<file path="src/rtl/shift_pkg.sv">
// Shared definitions for the shift unit.
//   shift_op_t : 3-bit operation code. Encodings 5..7 are illegal and give a
//                zero result with the error flag set.
//   WIDTH      : data width. Only 32 is supported.
//   AMT_W      : shift-amount width, log2(WIDTH).
package shift_pkg;

  localparam int WIDTH = 32;
  localparam int AMT_W = 5;

  typedef enum logic [2:0] {
    OP_SLL = 3'd0,
    OP_SRL = 3'd1,
    OP_SRA = 3'd2,
    OP_ROL = 3'd3,
    OP_ROR = 3'd4
  } shift_op_t;

endpackage

</file>
<file path="src/rtl/cyclic_barrel_shifter.sv">
// Combinational left-cyclic rotator built as a logarithmic barrel shifter.
//   data_i : operand
//   amt_i  : left-rotate amount, 0..W-1
//   data_o : data_i rotated left by amt_i
module cyclic_barrel_shifter #(
  parameter int W  = 32,
  parameter int AW = 5
) (
  input  logic [W-1:0]  data_i,
  input  logic [AW-1:0] amt_i,
  output logic [W-1:0]  data_o
);

  logic [W-1:0] stage;

  // Stage k rotates by 2**k when bit k of the amount is set.
  always_comb begin
    stage = data_i;
    for (int k = 0; k < AW; k++) begin
      if (amt_i[k]) begin
        stage = (stage << (1 << k)) | (stage >> (W - (1 << k)));
      end
    end
    data_o = stage;
  end

endmodule

</file>
<file path="src/rtl/shift_unit.sv">
// Two-stage pipelined shift/rotate unit.
//   clk, rst               : clock, synchronous active-high reset
//   in_valid/in_ready      : request handshake
//   in_op/in_data/in_amt   : operation, operand, amount
//   out_valid/out_ready    : result handshake
//   out_data/out_zero/out_err : result, result-is-zero, illegal-op flag
//
// Handshake: a transfer happens at a rising edge where valid && ready. A
// producer holding valid=1 keeps its payload stable until the transfer; the
// unit holds out_* stable while out_valid=1 and out_ready=0. in_ready depends
// combinationally on out_ready so a full pipeline drains and refills in the
// same cycle, giving one result per cycle with no bubbles.
//
// S1 registers the request; the rotate, masking and sign fill happen between
// S1 and S2; S2 registers the result with its zero and error flags.
module shift_unit
  import shift_pkg::*;
#(
  parameter int WIDTH = 32
) (
  input  logic             clk,
  input  logic             rst,
  input  logic             in_valid,
  output logic             in_ready,
  input  logic [2:0]       in_op,
  input  logic [WIDTH-1:0] in_data,
  input  logic [AMT_W-1:0] in_amt,
  output logic             out_valid,
  input  logic             out_ready,
  output logic [WIDTH-1:0] out_data,
  output logic             out_zero,
  output logic             out_err
);

  logic             s1_valid_q;
  shift_op_t        s1_op_q;
  logic [WIDTH-1:0] s1_data_q;
  logic [AMT_W-1:0] s1_amt_q;

  logic             s2_valid_q;
  logic [WIDTH-1:0] s2_data_q;
  logic             s2_zero_q;
  logic             s2_err_q;

  logic             s1_adv;
  logic             s2_adv;

  logic [AMT_W-1:0] rot_amt;
  logic [WIDTH-1:0] rot;
  logic [WIDTH-1:0] mask_l;
  logic [WIDTH-1:0] mask_r;
  logic [WIDTH-1:0] res_d;
  logic             zero_d;
  logic             err_d;

  assign s2_adv   = !s2_valid_q || out_ready;
  assign s1_adv   = !s1_valid_q || s2_adv;
  assign in_ready = s1_adv && !rst;

  // Right shifts and ROR are left rotates by (WIDTH - amt) mod WIDTH, i.e. the
  // two's-complement negation of amt in AMT_W bits.
  always_comb begin
    case (s1_op_q)
      OP_SLL, OP_ROL: rot_amt = s1_amt_q;
      default:        rot_amt = ~s1_amt_q + AMT_W'(1);
    endcase
  end

  cyclic_barrel_shifter #(
    .W  (WIDTH),
    .AW (AMT_W)
  ) u_rot (
    .data_i (s1_data_q),
    .amt_i  (rot_amt),
    .data_o (rot)
  );

  assign mask_l = {WIDTH{1'b1}} << s1_amt_q;
  assign mask_r = {WIDTH{1'b1}} >> s1_amt_q;

  always_comb begin
    res_d = '0;
    err_d = 1'b0;
    case (s1_op_q)
      OP_SLL:         res_d = rot & mask_l;
      OP_SRL:         res_d = rot & mask_r;
      // Bits cleared by the right mask are the top amt bits; fill them with
      // the sign bit.
      OP_SRA:         res_d = (rot & mask_r) | (s1_data_q[WIDTH-1] ? ~mask_r : '0);
      OP_ROL, OP_ROR: res_d = rot;
      default:        err_d = 1'b1;
    endcase
    zero_d = (res_d == '0);
  end

  always_ff @(posedge clk) begin
    if (rst) begin
      s1_valid_q <= 1'b0;
      s2_valid_q <= 1'b0;
      s2_data_q  <= '0;
      s2_zero_q  <= 1'b1;
      s2_err_q   <= 1'b0;
    end else begin
      if (s1_adv) begin
        s1_valid_q <= in_valid;
        if (in_valid) begin
          s1_op_q   <= shift_op_t'(in_op);
          s1_data_q <= in_data;
          s1_amt_q  <= in_amt;
        end
      end
      if (s2_adv) begin
        s2_valid_q <= s1_valid_q;
        if (s1_valid_q) begin
          s2_data_q <= res_d;
          s2_zero_q <= zero_d;
          s2_err_q  <= err_d;
        end
      end
    end
  end

  assign out_valid = s2_valid_q;
  assign out_data  = s2_data_q;
  assign out_zero  = s2_zero_q;
  assign out_err   = s2_err_q;

endmodule

</file>
<file path="config.mk">
export PLATFORM = sky130hd
export DESIGN_NAME = shift_unit
export DESIGN_NICKNAME = d
export VERILOG_FILES = /design/src/rtl/shift_pkg.sv /design/src/rtl/cyclic_barrel_shifter.sv /design/src/rtl/shift_unit.sv
export SDC_FILE = /design/constraint.sdc
export NUM_CORES = 1
export LEC_CHECK = 0
export ABC_AREA = 1
export BUFFER_PORTS_ARGS = -buffer_cell sky130_fd_sc_hd__buf_2
export CELL_PAD_IN_SITES_DETAIL_PLACEMENT = 1
export CELL_PAD_IN_SITES_GLOBAL_PLACEMENT = 2
export CORE_MARGIN = 2
export CORE_UTILIZATION = 33
export DETAILED_ROUTE_END_ITERATION = 8
export GPL_ROUTABILITY_DRIVEN = 0
export PLACE_DENSITY_LB_ADDON = 0.1
export RECOVER_POWER = 25
export SLEW_MARGIN = 20
export SYNTH_ARGS = -nofsm -noshare
export SYNTH_HDL_FRONTEND = slang
export SYNTH_HIERARCHICAL = 1
export SYNTH_SLANG_ARGS = --single-unit
</file>
<file path="constraint.sdc">
create_clock -name clk -period 6.55 [get_ports clk]
set_input_delay 0.9825 -clock clk [delete_from_list [all_inputs] [get_ports clk]]
set_output_delay 0.9825 -clock clk [all_outputs]
set_load 0.1 [all_outputs]
</file>
==> flow_summary.yaml, run 1 <==
clock_network:
  cts_root_buf: "clkbuf_16"
  clkTransAtPathRegs_ps: 60
  htree_levels: 3
  cts.hold.buffers_added: 0
  cts_resized: 0
  clock-sinks: 76
  cts_made_buffers: 9
  post-cts-setup-buffer-count: 0
  cts_buffer_depth: 2
  cts_tree: "built"
  clk_latency_ps: 360
setup_path:
  crit_fanout: 33
  cp_slowest_cell: "edfxtp_1"
  worstPathCellList: "inv_2, nand2_2, nor2_1, o31ai_4, buf_4, inv_1, nand3_1, nand2_1, nand3b_1, nand3_1, nand2_1, nor2_1, nand3_1, nor2_1, nand2_1, nor2_1, nand2_1, nand2_1"
  cpPeakStageDelay_ps: 880
  arrival_ps: 4770
  critPathRequiredTime_ps: 6850
  worstSetupStartpointType: "flop"
  crit_top_cell: "nand2_1"
  ff2ff_setup_slack_ps: 2080
  r2r_cells: 18
  critPathKind: "reg2reg"
  crit_path_end_kind: "flop"
yosys:
  synth.distinct_cells: 34
  syn_nets: 1058
  yosysWarnings: 6
  synth_cells: 1009
  netlist_area_um2: 6640
  yosysSeqAreaShare_pct: 28.9
  ys_seq_elements: 76
  avgSynthCellArea_um2: 6.58
run:
  maxCapViolCount: 0
timing:
  slew_violations: 0
  timing.hold.ws_ps: 491
  fin_crit_sh_pct: 68.3
  timing.final.ws_setup_ps: 2080
  rsz0062_at_grt: "false"
  fmax_mhz: 224
  skew_ps: 14.2
  hold_viol_final: 0
  relSlewSlack_pct: 30.6
  tightestPinTransition_ps: 1040
  fin_crit_ps: 4470
  finalSetupViolations: 0
  fin_tns_setup_ps: 0
place:
  io_buffers: 79
  preCtsSetupSlack_ps: 2200
  hpwl_um: 19400
power:
  pwr-share-seq_pct: 31.8
  power-per-cell-area_nw_per_um2: 235
  swShare_pct: 42.0
  p_sw_uw: 728
  peakVddDrop_mv: 0.112
  p_comb_share_pct: 37.0
  p_int_mw: 1.01
  clockPowerShare_pct: 31.2
  cellLeakagePower_nw: 3.58
outcome:
  status: "finished, final reports clean"
grt:
  grt_pass1_wl_um: 39700
  grt_max_degree: 62
  grt_use_met3_pct: 3.86
  grt.busiest_layer: "met2"
  track_usage_pct: 23.9
  gr-total-overflow: 0
  gr-usage-met2_pct: 38.3
  grt_pass1_vias: 6911
  grt_use_met1_pct: 33.5
  antenna_found_initial: 0
routing:
  route.vias.total: 7106
  ant_nets: 0
  drc_errors: 0
  wl_per_cell_um: 19.2
  dr.first_iter.drc_count: 586
  dr.pass1.iters: 5
  routed_wl_um: 25200
  via_per_inst: 5.40
finish:
  nets: 1094
  area_growth_pct: 11.1
  drive_gt1_share_pct: 19.2
  antennaDiodeCount: 0
floorplanning:
  io_pins: 80
  die_x_um: 146
  die-area_um2: 21300
  row_count: 51
  fp.coreArea_um2: 19600
  fp.dieH_um: 146
  start_util_pct: 33.9
worst_hold_path:
  hold_path.class: "reg2reg"
  min_path_cells: 2
through the flow:
| stage | power [mW] | area (um2) | utilization (%) | cells |
|---|---|---|---|---|
| 2_1_floorplan | 1.04 | 6640 | - | 1009 |
| 6_report | 1.73 | 7380 | 37.7 | 1315 |
| 3_3_place_gp | 1.20 | 7070 | 36.1 | 1299 |
| 5_1_grt | 1.83 | 7380 | 37.7 | 1315 |
| 4_1_cts | 1.74 | 7380 | 37.7 | 1315 |
| 3_5_place_dp | 1.20 | 7070 | 36.1 | 1299 |
cells in the final DEF, fill, tap and decap left out, drive strengths merged:
cell,instances
nand3,364
nand2,285
buf,87
inv,70
nor2,65
edfxtp,40
dfxtp,36
o21ai,32
a21oi,22
o211ai,14
clkbuf,11
ha,5
nand3b,4
nand4,4
clkinv,3
o31ai,2
xor2,1
a31oi,1
or2,1
a211oi,1
bufinv,1
clkinvlp,1
critical path, delay by kind of cell (launching register included):
| family | cells | cell delay (ps) |
|---|---|---|
| AO/OA/AOI/OAI | 1 | 240 |
| AND/OR/NAND/NOR | 14 | 2040 |
| flip-flops | 1 | 880 |
| buffers and inverters | 3 | 1210 |
cells by family after synthesis:
| group | count (synthesis) | share of synthesized area, % |
|---|---|---|
| AND/OR/NAND/NOR | 723 | 53.8 |
| buffers and inverters | 132 | 10.1 |
| flip-flops | 76 | 28.9 |
| AO/OA/AOI/OAI | 72 | 6.08 |
| adder cells (fa/ha/maj) | 5 | 0.942 |
| XOR/XNOR | 1 | 0.132 |
power groups by stage:
stage	clock (mW)	combinational, mW	sequential (mW)
after floorplan	0	0.375	0.667
after global placement	0	0.634	0.562
after detailed placement	0	0.637	0.562
after CTS	0.550	0.640	0.552
after global routing	0.568	0.706	0.555
final	0.541	0.641	0.552
layout make-up:
class,instances,area (um2)
tap,265,332
fill,2564,12200
clock inverter,5,58.8
timing repair buffer,87,455
sequential,76,1920
clock buffer,11,254
multi-input combinational,801,4090
inverter,70,273
path summary, 6_finish.rpt:
path | start | end
worst max-delay path | s1_amt_q[4] | out_zero
worst min-delay path | out_err | out_err
worst max register to register | s1_amt_q[4] | out_zero
worst min register to register | out_err | out_err
cell usage after synthesis:
cell	number	area share, %
nand3_1	321	24
nand2_1	250	14
nor2_1	61	3.4
inv_1	55	3.1
nand3_2	43	6.5
edfxtp_1	40	18
dfxtp_1	36	11
o21ai_0	27	2.0
buf_2	25	1.9
nand2_2	23	2.2
a21oi_1	22	1.7
clkbuf_1	14	0.79
o211ai_1	14	1.6
inv_2	12	0.68
nand2_4	12	2.0
buf_4	8	0.90
buf_6	8	1.4
ha_1	5	0.94
o21ai_1	5	0.38
buf_1	4	0.23
nand3b_1	4	0.45
nand4_1	4	0.38
nor2_2	3	0.28
buf_12	2	0.60
o31ai_1	2	0.23
a211oi_1	1	0.11
a31oi_1	1	0.094
buf_8	1	0.23
clkinv_1	1	0.056
inv_4	1	0.094
inv_8	1	0.17
nor2_4	1	0.17
or2_2	1	0.094
xor2_1	1	0.13
per-layer routing:
layer	routed length (um)	share of wire [%]
met1	12300	49
met2	11400	45
met3	1070	4.2
met4	468	1.9
met5	0	0
registers in the layout, summed over array words and instances (netlist names):
| name | cells |
|---|---|
| out_zero | 1 |
| s1_amt_q | 5 |
| out_data | 32 |
| s1_op_q | 3 |
| s1_valid_q | 1 |
| out_valid | 1 |
| out_err | 1 |
| s1_data_q | 32 |
No activity file was read; power rests on OpenSTA's default activity.
==> run 2: changes to the inputs <==
ABC_AREA = 0   (was 1)
clock period = 4.7 ns   (was 6.55 ns; I/O delays follow)
==> run 2 against run 1 <==
Die area shrank 10%. Combinational power grew 38%. Global-route usage shrank 2.9 points. Largest cell class unchanged. Count of clock-buffer cells in the layout is the same. Hold slack lost 41 ps. Largest power group unchanged. Critical path depth shrank 5. Design area shrank 7.7%. Sequential share of layout area grew 2.2 points. Critical path type unchanged.
==> flow_summary.yaml, run 2 <==
outcome:
  status: "finished, final reports clean"
grt:
  grt_pass1_vias: 4946
  grt_use_met1_pct: 30.2
  grt_pass1_wl_um: 30900
  grt_max_degree: 55
  track_usage_pct: 21.0
  antenna_found_initial: 0
  grt.busiest_layer: "met2"
  gr-total-overflow: 0
  gr-usage-met2_pct: 32.7
  grt_use_met3_pct: 4.30
clock_network:
  clock-sinks: 76
  cts_made_buffers: 9
  cts_buffer_depth: 2
  htree_levels: 3
  cts_resized: 0
  clkTransAtPathRegs_ps: 60
  post-cts-setup-buffer-count: 0
  clk_latency_ps: 350
  cts_tree: "built"
  cts.hold.buffers_added: 0
  cts_root_buf: "clkbuf_16"
setup_path:
  ff2ff_setup_slack_ps: 320
  crit_fanout: 18
  worstSetupStartpointType: "flop"
  r2r_cells: 13
  r2r_start: "s1_amt_q[1]"
  critPathKind: "reg2reg"
  arrival_ps: 4660
  timing.rr.end: "out_zero"
  crit_path_end_kind: "flop"
  critPathRequiredTime_ps: 4970
worst_hold_path:
  hold_path.class: "reg2reg"
  min-delay-start: "out_data[23]"
  hold_end: "out_data[23]"
  min_path_cells: 2
routing:
  wl_per_cell_um: 24.1
  ant_nets: 0
  dr.first_iter.drc_count: 449
  drc_errors: 0
  via_per_inst: 5.94
  routed_wl_um: 19900
  dr.pass1.iters: 5
  route.vias.total: 4906
power:
  pwr-share-seq_pct: 32.5
  peakVddDrop_mv: 0.183
  p_int_mw: 1.50
  swShare_pct: 36.5
  p_comb_share_pct: 37.5
  power-per-cell-area_nw_per_um2: 347
  clockPowerShare_pct: 30.0
  p_sw_uw: 864
  cellLeakagePower_nw: 2.51
floorplanning:
  die-area_um2: 19100
  fp.dieH_um: 138
  row_count: 49
  fp.coreArea_um2: 17800
  die_x_um: 138
  start_util_pct: 33.3
  io_pins: 80
yosys:
  ys_seq_elements: 76
  yosys.area.top_type: "mux4_2"
  synth_common_cells: "nor2_1 (64), mux4_2 (55), edfxtp_1 (40)"
  netlist_area_um2: 5950
  synth_top_area_share_pct: 20.8
  synth_cells: 533
  yosys-top-cells-area: "mux4_2 (21%), edfxtp_1 (20%), dfxtp_1 (12%)"
  yosysSeqAreaShare_pct: 32.3
  yosys.cell_count.top_type: "nor2_1"
  synth.distinct_cells: 76
  synth_edf_count: 40
  ys_async_sr_fraction_pct: 0
  synth_ff_type: "edfxtp_1"
  yosysWarnings: 6
  syn_nets: 582
  avgSynthCellArea_um2: 11.2
timing:
  relSlewSlack_pct: 33.5
  slew_violations: 0
  timing.final.ws_setup_ps: 318
  fmax_mhz: 228
  fin_crit_ps: 4380
  timing.hold.ws_ps: 451
  fin_crit_sh_pct: 93.2
  fin_tns_setup_ps: 0
  finalSetupViolations: 0
  hold_viol_final: 0
  tightestPinTransition_ps: 992
  rsz0062_at_grt: "false"
  skew_ps: 8.24
finish:
  postLayoutCoreUtil_pct: 38.2
  drive_gt1_share_pct: 37.5
  most-common-layout-cells: "buf_2 (79), nor2_1 (64), mux4_2 (55), edfxtp_1 (40), dfxtp_1 (36)"
  area_growth_pct: 14.6
  nets: 641
  mostFrequentLayoutCell: "buf_2"
  antennaDiodeCount: 0
  finalInstanceArea_um2: 6810
  fillCellCount: 1981
place:
  preCtsSetupSlack_ps: 104
  io_buffers: 79
  dpl_cell_area_um2: 6510
  hpwl_um: 15300
run:
  maxCapViolCount: 0
==> run 2: area by class of cell <==
cell class                 instances  area [um2]  share of cell area [%]
tap                              229         287                    4.20
clock inverter                     5        61.3                   0.900
sequential                        76        1920                    28.2
clock buffer                      11         233                    3.42
timing repair buffer             101         586                    8.59
inverter                          11        41.3                   0.606
multi-input combinational        393        3680                    54.1
==> run 2: cell families after synthesis <==
group	after synthesis	synth area share, %
buf+inv	64	6.50
simple gates	153	12.7
mux	98	31.2
fa+ha+maj	5	1.05
xor+xnor	3	0.442
flops	76	32.3
compound gates	134	15.7
==> run 2: routing by layer <==
metal | routed length [um] | vias to the layer above
li1 | - | 2226
met1 | 9240 | 2485
met2 | 9200 | 175
met3 | 1140 | 20
met4 | 286 | 0
met5 | 0 | -
==> run 2: metrics by stage <==
step	instances	power, mW
after CTS	826	2.38
after floorplan	533	1.43
after global routing	826	2.47
after global placement	810	1.65
after detailed placement	810	1.66
final	826	2.36
==> run 2: power groups by stage <==
stage | clock network [mW] | logic [mW] | registers (mW)
6_report | 0.709 | 0.886 | 0.768
3_3_place_gp | 0 | 0.872 | 0.781
3_5_place_dp | 0 | 0.881 | 0.783
4_1_cts | 0.729 | 0.884 | 0.768
5_1_grt | 0.757 | 0.936 | 0.773
2_1_floorplan | 0 | 0.510 | 0.924
==> run 2: how the worst max path moves through the flow <==
stage                      startpoint        to  slack, ps  cells after the start
final                     s1_amt_q[1]  out_zero        320                     13
after global routing      s1_amt_q[1]  out_zero         60                     13
after CTS                  s1_op_q[1]  out_zero         90                     14
after detailed placement   s1_op_q[1]  out_zero        100                     14
after global placement     s1_op_q[0]  out_zero        220                     14
after floorplan           s1_amt_q[1]  out_zero        400                     15
==> run 2: critical path, stage by stage, from the launching register on <==
cell,delay (ps)
edfxtp_1,400
inv_1,80
ha_1,280
or3b_2,320
nand2_1,110
xnor2_2,770
buf_12,260
mux4_1,620
mux2_2,330
o21ai_0,100
o211a_1,230
nand3_1,80
or4_1,500
o31ai_2,210
==> run 3: changes to the inputs <==
CTS_BUF_LIST = sky130_fd_sc_hd__clkbuf_8 sky130_fd_sc_hd__clkbuf_16   (was not set)
==> run 3 against run 2 <==
Setup slack gained 11 ps. Sequential power about the same. Via count increased by 0.24%. Combinational power about the same. First-iteration DRC count shrank 0.67%. Non-clock buffer count unchanged. Sequential share of layout area stayed put. Design area stayed put. Global-route usage unchanged.
==> flow_summary.yaml, run 3 (same netlist as run 2, synthesis figures left out) <==
setup_path:
  worstSetupStartpointType: "flop"
  crit_fanout: 18
  crit_path_end_kind: "flop"
  cp-startpoint: "s1_amt_q[1]"
  critPathRequiredTime_ps: 4970
  worstPathCellList: "inv_1, ha_1, or3b_2, nand2_1, xnor2_2, buf_12, mux4_1, mux2_2, o21ai_0, o211a_1, nand3_1, or4_1, o31ai_2"
  arrival_ps: 4640
  cp_slowest_cell: "xnor2_2"
  r2r_start: "s1_amt_q[1]"
  cpPeakStageDelay_ps: 760
  critPathKind: "reg2reg"
clock_network:
  cts_resized: 0
  cts.hold.buffers_added: 0
  clock-sinks: 76
  cts_buffer_depth: 2
  post-cts-setup-buffer-count: 0
  cts_tree: "built"
  clkTransAtPathRegs_ps: 60
  cts_root_buf: "clkbuf_16"
  cts_made_buffers: 9
  clk_latency_ps: 350
  htree_levels: 3
power:
  swShare_pct: 36.7
  clockPowerShare_pct: 29.9
  power-per-cell-area_nw_per_um2: 346
  peakVddDrop_mv: 0.183
  power.total_mw: 2.36
  pwr-share-seq_pct: 32.5
  p_comb_share_pct: 37.6
  p_int_mw: 1.50
  p_sw_uw: 866
  cellLeakagePower_nw: 2.52
timing:
  hold_viol_final: 0
  relSlewSlack_pct: 34.0
  rsz0062_at_grt: "false"
  fmax_mhz: 229
  tightestPinTransition_ps: 985
  fin_crit_ps: 4370
  fin_crit_sh_pct: 93.0
  slew_violations: 0
  skew_ps: 8.60
  finalSetupViolations: 0
  fin_tns_setup_ps: 0
finish:
  most-common-layout-cells: "buf_2 (79), nor2_1 (64), mux4_2 (55), edfxtp_1 (40), dfxtp_1 (36)"
  mostFrequentLayoutCell: "buf_2"
  drive_gt1_share_pct: 37.5
  antennaDiodeCount: 0
  area_growth_pct: 14.6
  multi_input_area_um2: 3680
  fillCellCount: 1981
  seq_area_um2: 1920
  nets: 641
routing:
  via_per_inst: 5.95
  drc_errors: 0
  route.vias.total: 4918
  dr.pass1.iters: 5
  wl_per_cell_um: 24.1
  dr.first_iter.drc_count: 446
  routed_wl_um: 19900
  ant_nets: 0
floorplanning:
  die_x_um: 138
  io_pins: 80
  die-area_um2: 19100
  row_count: 49
  fp.coreArea_um2: 17800
  start_util_pct: 33.3
  fp.dieH_um: 138
grt:
  grt_pass1_wl_um: 30900
  grt_pass1_vias: 4946
  gr-total-overflow: 0
  grt_max_degree: 55
  track_usage_pct: 21.0
  antenna_found_initial: 0
place:
  hpwl_um: 15300
  io_buffers: 79
worst_hold_path:
  hold_path.class: "reg2reg"
  min-delay-start: "out_data[23]"
outcome:
  status: "finished, final reports clean"
run:
  maxCapViolCount: 0
==> run 3: cell count changes in the layout (fill, tap and decap cells not counted) <==
cell / before / now
clkbuf_1: 2 / 0
inv_1: 9 / 11
==> run 3: final cells by class <==
| class | instances | share of cell area (%) |
|---|---|---|
| clock inverters | 7 | 1.01 |
| repair buffers | 101 | 8.59 |
| well taps | 229 | 4.20 |
| inverters | 11 | 0.606 |
| flip-flops and latches | 76 | 28.2 |
| clock buffers | 9 | 3.31 |
| multi-input cells | 393 | 54.1 |
==> run 3: path summary, 6_finish.rpt <==
kind	to	slack [ps]	depth (start not counted)
worst min register to register	out_data[23]	450	2
worst max register to register	out_zero	330	13
worst min-delay path	out_data[23]	450	2
worst max-delay path	out_zero	330	13
==> run 3: worst max-delay path, delay by kind of cell (launching register included) <==
| kind | cells | cell delay, ps |
|---|---|---|
| AND/OR/NAND/NOR | 4 | 1010 |
| flip-flops | 1 | 400 |
| buffers and inverters | 2 | 340 |
| AO/OA/AOI/OAI | 3 | 540 |
| multiplexers | 2 | 950 |
| adder cells (fa/ha/maj) | 1 | 270 |
| XOR/XNOR | 1 | 760 |
==> run 3: per-layer routing <==
layer | track usage, % | share of wire, %
met1 | 30.2 | 47
met4 | 5.10 | 1.4
met2 | 32.7 | 46
met3 | 4.30 | 5.7
met5 | 0 | 0
==> run 3: metrics by stage <==
stage	instance area, um2	worst slack [ps]	hold WS, ps	instances	util (%)
6_report	6810	329	451	826	38.2
2_1_floorplan	5950	397	496	533	-
4_1_cts	6800	87.0	455	826	38.1
5_1_grt	6810	63.6	481	826	38.2
3_3_place_gp	6510	225	448	810	36.5
3_5_place_dp	6510	104	447	810	36.5
==> run 3: power by group through the flow <==
stage / clock (mW) / combinational [mW] / sequential [mW]
detailed placement: 0 / 0.881 / 0.783
global placement: 0 / 0.872 / 0.781
finish: 0.706 / 0.887 / 0.768
CTS: 0.725 / 0.884 / 0.768
global route: 0.753 / 0.936 / 0.773
floorplan: 0 / 0.510 / 0.924
